===== config.mk =====
export PLATFORM = sky130hd
export DESIGN_NAME = peripheral_serial_addsub
export DESIGN_NICKNAME = d
export VERILOG_FILES = /design/src/rtl/peripheral_serial_addsub.sv
export SDC_FILE = /design/constraint.sdc
export NUM_CORES = 1
export LEC_CHECK = 0
export CAP_MARGIN = 20
export CORE_MARGIN = 2
export CORE_UTILIZATION = 54
export DETAILED_ROUTE_END_ITERATION = 10
export PLACE_DENSITY = 0.94
export SYNTH_ARGS = -nofsm -noshare
export SYNTH_HDL_FRONTEND = slang
export SYNTH_SLANG_ARGS = --single-unit

===== constraint.sdc =====
create_clock -name clk -period 2.3 [get_ports clk]
set_input_delay 0.46 -clock clk [delete_from_list [all_inputs] [get_ports clk]]
set_output_delay 0.46 -clock clk [all_outputs]
set_load 0.02 [all_outputs]

===== src/rtl/peripheral_serial_addsub.sv =====
// Bit-serial adder/subtractor peripheral.
//
// Purpose: adds A+B+cin or subtracts A-B one bit per clock, LSB first. The
// result is assembled in an internal shift register. It is published to
// sum/cout/ovf only in the single FIN cycle, so those outputs never expose a
// partial value.
//
// Ports:
//   clk    - clock, all state updates on the rising edge
//   rst_n  - asynchronous active-low reset
//   start  - request a new operation (accepted only in IDLE or FIN)
//   sub    - 0: A+B+cin, 1: A-B (sampled with start)
//   a, b   - operands (sampled with start)
//   cin    - carry-in for add, ignored for subtract
//   busy   - high while bits are being processed (RUN)
//   done   - one-cycle pulse when the result is final (FIN)
//   sum    - registered result
//   cout   - final carry-out; for subtract 1 means no borrow
//   ovf    - signed overflow; tied to 0 unless PERIPHERAL_SERIAL_ADDSUB_OVF_EN
//            is defined
//
// Configuration macro: PERIPHERAL_SERIAL_ADDSUB_OVF_EN (overflow flag logic).
module peripheral_serial_addsub #(
    parameter int unsigned WIDTH = 8
) (
    input  logic             clk,
    input  logic             rst_n,
    input  logic             start,
    input  logic             sub,
    input  logic [WIDTH-1:0] a,
    input  logic [WIDTH-1:0] b,
    input  logic             cin,
    output logic             busy,
    output logic             done,
    output logic [WIDTH-1:0] sum,
    output logic             cout,
    output logic             ovf
);

    localparam int unsigned CntW = $clog2(WIDTH);

    typedef enum logic [1:0] {StIdle, StRun, StFin} state_e;

    state_e           state_q;
    logic [WIDTH-1:0] a_q, b_q, res_q, sum_q;
    logic [CntW-1:0]  cnt_q;
    logic             carry_q, cout_q, busy_q, done_q;

    logic bit_s, carry_n, last_bit;

    always_comb begin
        bit_s    = a_q[0] ^ b_q[0] ^ carry_q;
        carry_n  = (a_q[0] & b_q[0]) | (carry_q & (a_q[0] ^ b_q[0]));
        last_bit = (state_q == StRun) && (cnt_q == CntW'(WIDTH - 1));
    end

    always_ff @(posedge clk or negedge rst_n) begin
        if (!rst_n) begin
            state_q <= StIdle;
            a_q     <= '0;
            b_q     <= '0;
            res_q   <= '0;
            sum_q   <= '0;
            cnt_q   <= '0;
            carry_q <= 1'b0;
            cout_q  <= 1'b0;
            busy_q  <= 1'b0;
            done_q  <= 1'b0;
        end else begin
            unique case (state_q)
                StIdle, StFin: begin
                    done_q <= 1'b0;
                    if (start) begin
                        a_q     <= a;
                        // Subtract as A + ~B + 1.
                        b_q     <= sub ? ~b : b;
                        carry_q <= sub | cin;
                        cnt_q   <= '0;
                        busy_q  <= 1'b1;
                        state_q <= StRun;
                    end else begin
                        state_q <= StIdle;
                    end
                end
                StRun: begin
                    a_q     <= a_q >> 1;
                    b_q     <= b_q >> 1;
                    res_q   <= {bit_s, res_q[WIDTH-1:1]};
                    carry_q <= carry_n;
                    cnt_q   <= cnt_q + 1'b1;
                    if (last_bit) begin
                        sum_q   <= {bit_s, res_q[WIDTH-1:1]};
                        cout_q  <= carry_n;
                        busy_q  <= 1'b0;
                        done_q  <= 1'b1;
                        state_q <= StFin;
                    end
                end
                default: begin
                    busy_q  <= 1'b0;
                    done_q  <= 1'b0;
                    state_q <= StIdle;
                end
            endcase
        end
    end

`ifdef PERIPHERAL_SERIAL_ADDSUB_OVF_EN
    logic ovf_q;

    // On the last bit carry_q is the carry into the MSB, carry_n the carry out.
    always_ff @(posedge clk or negedge rst_n) begin
        if (!rst_n) begin
            ovf_q <= 1'b0;
        end else if (last_bit) begin
            ovf_q <= carry_q ^ carry_n;
        end
    end

    assign ovf = ovf_q;
`else
    assign ovf = 1'b0;
`endif

    assign busy = busy_q;
    assign done = done_q;
    assign sum  = sum_q;
    assign cout = cout_q;

endmodule

==> impl_metrics.yaml, run 1 <==
clock_tree:
  path_clk_slew_ns: 0.12
  htreeDepth: 2
  clockBufferDepth: 2
  postCtsHoldBufs: 0
  clkSinkCount: 39
  postCtsSetupRepairBufs: 0
  numCtsBuffers: 5
  cts_root_buf: "clkbuf_4"
  cts_tree: "built"
  ctsResizeCount: 0
  clk_latency_ns: 0.34
drt:
  drt-total-wl_um: 2710
  drcViolationCount: 0
  drt.antenna.violating_nets: 0
  vias_per_cell: 5.64
  routedWlPerCell_um: 14.4
  drtIter0Drc: 22
  drt_pre_antenna_iters: 4
  dr_total_vias: 1060
global_routing:
  antenna_found_initial: 0
  grt_pass1_vias: 1085
  grt_max_degree: 40
  grt_use_total: 0.177
  grt_first_pass_wirelength_um: 4610
  overflow: 0
floorplanning:
  die_area_sq_mm: 0.00358
  io_pins: 33
  coreArea_sq_mm: 0.00300
  die_h_um: 59.8
  fp-row-count: 20
  initial_core_util: 0.561
  die_w_um: 59.8
placed_design:
  port-buffer-count: 31
  place.gp.congestion: 0.769
  dp.cells: 181
  dp_hpwl_um: 1950
job:
  cap_viol_max_count: 0
worst_hold_path:
  worstHoldPathType: "input pin to async pin"
yosys:
  synth_area_per_cell_sq_um: 13.6
  syn_inst: 124
  yosysSeqAreaShare: 0.579
  yosys_warnings: 0
  synth_cell_type_count: 26
  synthesis.nets: 148
  synth_seq_cells: 39
  syn_area_sq_mm: 0.00168
timing:
  setup_viol: 0
  drv_slew: 0
  fin_crit_sh: 0.788
  rsz0062_at_grt: "false"
  fmax_mhz: 552
  slew_headroom: 0.450
  tightest_slew_ns: 0.826
  finClkSkew_ns: 0.00734
  tns_ns: 0
  hold_viol_final: 0
  fin_crit_ns: 1.81
worst_setup_path:
  critPathMaxFanout: 3
  critical_path.top_delay_family: "buffers and inverters"
  cp-endpoint: "done"
  startpoint_type: "flop"
  r2r-start: "state_q[1]"
  crit_start: "state_q[1]"
  path_depth: 1
  max_stage_delay_ns: 0.62
  critPathBufInv: 1
  reg2reg_to: "b_q[5]"
  critPathKind: "flop to output pin"
  crit_path_end_kind: "output pin"
  cp.required_ns: 1.84
  reg2reg_slack_ns: 0.60
  worstPathArrival_ns: 1.35
  cp_slowest_cell: "clkdlybuf4s50_1"
  rr_worst_depth: 3
  crit_chain: "clkdlybuf4s50_1"
power_and_ir_drop:
  p_leak_nw: 0.953
  p_switching_mw: 0.937
  powerDensity_mw_per_mm2: 1360
  swShare: 0.337
  p_seq_frac: 0.431
  combPwrFrac: 0.411
  ir_drop_uv: 524
  intPower_mw: 1.84
  clkPwrFrac: 0.158
cells_and_area:
  n_antenna_cell: 0
  drive_above_1_share: 0.0903
  nets: 179
  finalNonFillerCells: 188
  area_delta_synth_final_pct: 21.7
run_status:
  status: "completed"
==> metal layers <==
layer | global-route usage | wire length [um]
met3 | 0.0519 | 145
met2 | 0.303 | 1410
met4 | 0.0857 | 45
met1 | 0.202 | 1110
met5 | 0 | 0
==> worst register-to-register path, stage by stage (launching register included) <==
cell and delay [ns]:
dfrtp_1 0.42, nor2b_2 0.50, nor2_2 0.30, a221o_1 0.37
==> flip-flops by register name, indices dropped and copies added, names as in the netlist <==
register  flops
cnt_q         3
busy          1
b_q           8
a_q           8
cout          1
sum           8
res_q         7
state_q       2
carry_q       1
==> through the flow <==
| step | hold WS [ns] | power (mW) | util | setup WS (ns) | area, sq um |
|---|---|---|---|---|---|
| after CTS | 0.228 | 2.80 | 0.683 | 0.470 | 2050 |
| after floorplan | 0.164 | 2.03 | - | 0.956 | 1680 |
| after global placement | 0.459 | 2.29 | 0.659 | 0.358 | 1980 |
| after detailed placement | 0.467 | 2.37 | 0.659 | 0.311 | 1980 |
| final | 0.210 | 2.78 | 0.683 | 0.488 | 2050 |
| after global routing | 0.265 | 2.97 | 0.683 | 0.419 | 2050 |
==> power groups by stage <==
stage          Sequential, mW  Combinational (mW)  Clock (mW)
3_5_place_dp             1.21                1.16           0
2_1_floorplan            1.28               0.756           0
5_1_grt                  1.25                1.25       0.469
3_3_place_gp             1.19                1.10           0
6_report                 1.20                1.14       0.438
4_1_cts                  1.20                1.16       0.441
==> synth_stat cells <==
| cell | n | share of area |
|---|---|---|
| xor2_1 | 1 | 0.0052 |
| nor2b_2 | 1 | 0.0052 |
| ha_1 | 2 | 0.015 |
| mux2_2 | 1 | 0.0067 |
| nand2b_1 | 1 | 0.0037 |
| buf_6 | 3 | 0.020 |
| o21ai_0 | 1 | 0.0030 |
| dfrtp_1 | 39 | 0.58 |
| xnor2_1 | 7 | 0.036 |
| mux2_1 | 16 | 0.11 |
| a221o_1 | 8 | 0.048 |
| nor2b_1 | 1 | 0.0037 |
| a21o_1 | 7 | 0.031 |
| nand2_1 | 1 | 0.0022 |
| inv_1 | 1 | 0.0022 |
| a22o_1 | 11 | 0.057 |
| buf_2 | 3 | 0.0089 |
| buf_1 | 1 | 0.0022 |
| buf_4 | 2 | 0.0089 |
| conb_1 | 1 | 0.0022 |
| nor2_2 | 1 | 0.0037 |
| fa_1 | 1 | 0.012 |
| o21ai_1 | 1 | 0.0030 |
| nor2_1 | 11 | 0.025 |
| inv_2 | 1 | 0.0022 |
| nand2_4 | 1 | 0.0067 |
==> cells by family (layout without fill, tap and decap cells) <==
logic type | count (synthesis) | in the layout | share of synthesized area
flip-flops | 39 | 39 | 0.579
buffers and inverters | 11 | 42 | 0.0446
other | 1 | 1 | 0.00223
multiplexers | 17 | 17 | 0.114
AND/OR/NAND/NOR | 17 | 17 | 0.0498
adder cells (fa/ha/maj) | 3 | 3 | 0.0267
AO/OA/AOI/OAI | 28 | 28 | 0.142
XOR/XNOR | 8 | 8 | 0.0416
==> cell usage in the layout (no fill, tap or decap), types with 2 or more instances in the layout <==
cell | netlist | routed
mux2_1 | 16 | 16
a22o_1 | 11 | 11
dfrtp_1 | 39 | 39
ha_1 | 2 | 2
a21o_1 | 7 | 7
clkbuf_4 | 0 | 5
xnor2_1 | 7 | 7
nor2_1 | 11 | 11
clkdlybuf4s50_1 | 0 | 30
buf_4 | 2 | 2
a221o_1 | 8 | 8
==> layout make-up <==
cell class	instances	area, sq um
tap	33	41.3
sequential	39	976
clock buffer	6	41.3
multi-input combinational	74	633
clock inverter	1	30.0
fill	236	953
timing repair buffer	33	320
inverter	2	7.51
==> how the worst min path moves through the flow <==
| stage | cells after the start | start | to |
|---|---|---|---|
| 5_1_grt | 1 | rst_n | sum[5] |
| 3_5_place_dp | 1 | a_q[3] | a_q[3] |
| 6_report | 1 | rst_n | cnt_q[0] |
| 2_1_floorplan | 0 | rst_n | a_q[0] |
| 3_3_place_gp | 1 | a_q[1] | a_q[1] |
| 4_1_cts | 1 | rst_n | sum[5] |
No activity file was read; power rests on OpenSTA's default activity.
==> inputs of run 2 (changes only) <==
Settings changed: CORE_UTILIZATION 54 to 50, PLACE_DENSITY 0.94 to 0.89.
Clock period 2.3 ns to 1.8 ns, I/O delays scaled along.
==> run 2 against run 1 <==
Against the previous run:
- non-clock buffer count up 4
- cell count grew 9.0%
- register-to-register slack lost 0.36 ns
- via count hardly changed
- clock power about the same
- worst setup slack lost 0.39 ns
- routed wire length rose by 5.3%
- global-route usage fell by 0.44 points
- worst hold slack got worse by 0.15 ns
- power increased by 25%
- critical path type unchanged
- largest power group unchanged
- highest routed layer unchanged
==> impl_metrics.yaml, run 2 (synthesis gave the netlist of run 1 again) <==
placed_design:
  place.gp.congestion: 0.765
  dp_hpwl_um: 2150
  port-buffer-count: 31
  place_ws_ns: -0.101
  dp.cells: 198
global_routing:
  grt_max_degree: 40
  grt_use_total: 0.173
  antenna_found_initial: 0
  grt_pass1_vias: 1061
  grt_first_pass_wirelength_um: 4690
  overflow: 0
timing:
  final.setup.worst_slack_ns: 0.0955
  fmax_mhz: 587
  fin_crit_sh: 0.947
  rsz0062_at_grt: "false"
  drv_slew: 0
  slew_headroom: 0.506
  hold_viol_final: 0
  hold-worst-slack_ns: 0.0594
  setup_viol: 0
  tightest_slew_ns: 0.740
  finClkSkew_ns: 0.00775
  fin_crit_ns: 1.70
  tns_ns: 0
clock_tree:
  ctsResizeCount: 0
  postCtsSetupRepairBufs: 0
  cts_root_buf: "clkbuf_4"
  htreeDepth: 2
  clk_latency_ns: 0.33
  path_clk_slew_ns: 0.11
  clkSinkCount: 39
  clockBufferDepth: 2
  cts_tree: "built"
  numCtsBuffers: 5
  postCtsHoldBufs: 0
worst_setup_path:
  worstPathArrival_ns: 1.34
  critPathMaxFanout: 3
  max_stage_delay_ns: 0.62
  cp.required_ns: 1.44
  cp_slowest_cell: "clkdlybuf4s50_1"
  crit_path_end_kind: "output pin"
  critical_path.top_delay_family: "buffers and inverters"
  critPathBufInv: 1
  startpoint_type: "flop"
  crit_chain: "clkdlybuf4s50_1"
  critPathKind: "flop to output pin"
power_and_ir_drop:
  p_seq_frac: 0.442
  p_leak_nw: 0.968
  p_switching_mw: 1.20
  combPwrFrac: 0.433
  powerDensity_mw_per_mm2: 1670
  intPower_mw: 2.28
  swShare: 0.344
  clkPwrFrac: 0.125
  ir_drop_uv: 635
cells_and_area:
  final_cell_mix: "dfrtp_1 (39), clkdlybuf4s50_1 (30), mux2_1 (16)"
  fin_util: 0.634
  layout_commonest_cell: "dfrtp_1"
  finalNonFillerCells: 205
  nets: 183
  drive_above_1_share: 0.119
  area_delta_synth_final_pct: 23.6
  n_antenna_cell: 0
floorplanning:
  initial_core_util: 0.513
  die_w_um: 62.0
  io_pins: 33
  fp-row-count: 21
  die_area_sq_mm: 0.00385
  die_h_um: 62.0
  coreArea_sq_mm: 0.00328
run_status:
  status: "completed"
drt:
  routedWlPerCell_um: 13.9
  drt_pre_antenna_iters: 4
  vias_per_cell: 5.18
  dr_total_vias: 1061
  drt.antenna.violating_nets: 0
  drcViolationCount: 0
  drt-total-wl_um: 2860
  drtIter0Drc: 29
worst_hold_path:
  worstHoldPathType: "input pin to async pin"
job:
  cap_viol_max_count: 0
-- run 2: cell count changes in the layout (fill, tap and decap cells not counted), sizes merged --
cell	change
buf	+4
bufinv	-1
clkinv	+1
-- run 2: final cells by class --
class                      instances  area (sq um)
fill                             262          1200
sequential                        39           976
multi-input combinational         74           633
timing repair buffer              37           350
tap                               46          57.6
clock buffer                       6          51.3
inverter                           2          7.51
clock inverter                     1          5.00
-- run 2: power groups by stage --
stage	clock (mW)	combinational (mW)	sequential [mW]
2_1_floorplan	0	0.965	1.63
3_3_place_gp	0	1.44	1.53
3_5_place_dp	0	1.53	1.56
4_1_cts	0.450	1.53	1.54
5_1_grt	0.496	1.67	1.58
6_report	0.435	1.51	1.54
-- run 2: per-layer routing --
metal / routed length [um] / share of wire / vias to the layer above / GRT usage
li1: - / - / 510 / -
met3: 142 / 0.050 / 6 / 0.0683
met2: 1480 / 0.52 / 32 / 0.278
met1: 1190 / 0.41 / 513 / 0.205
met5: 0 / 0 / - / 0
met4: 49 / 0.017 / 0 / 0.0760
-- run 2: worst paths after layout --
path                            start       end  cells past startpoint  slack (ns)
max                        state_q[1]      done                      1         0.1
min                             rst_n  res_q[4]                      2        0.06
max reg2reg                state_q[0]  cnt_q[0]                      3        0.24
min reg2reg                    a_q[5]    a_q[5]                      1        0.49
max in group asynchronous       rst_n  cnt_q[1]                      2        1.41
min in group clk               a_q[5]    a_q[5]                      1        0.49
-- run 2: stage by stage --
stage               power (mW)  instance area, sq um
floorplan                 2.60                  1680
global placement          2.96                  2020
detailed placement        3.08                  2020
CTS                       3.52                  2080
global route              3.75                  2080
finish                    3.48                  2080
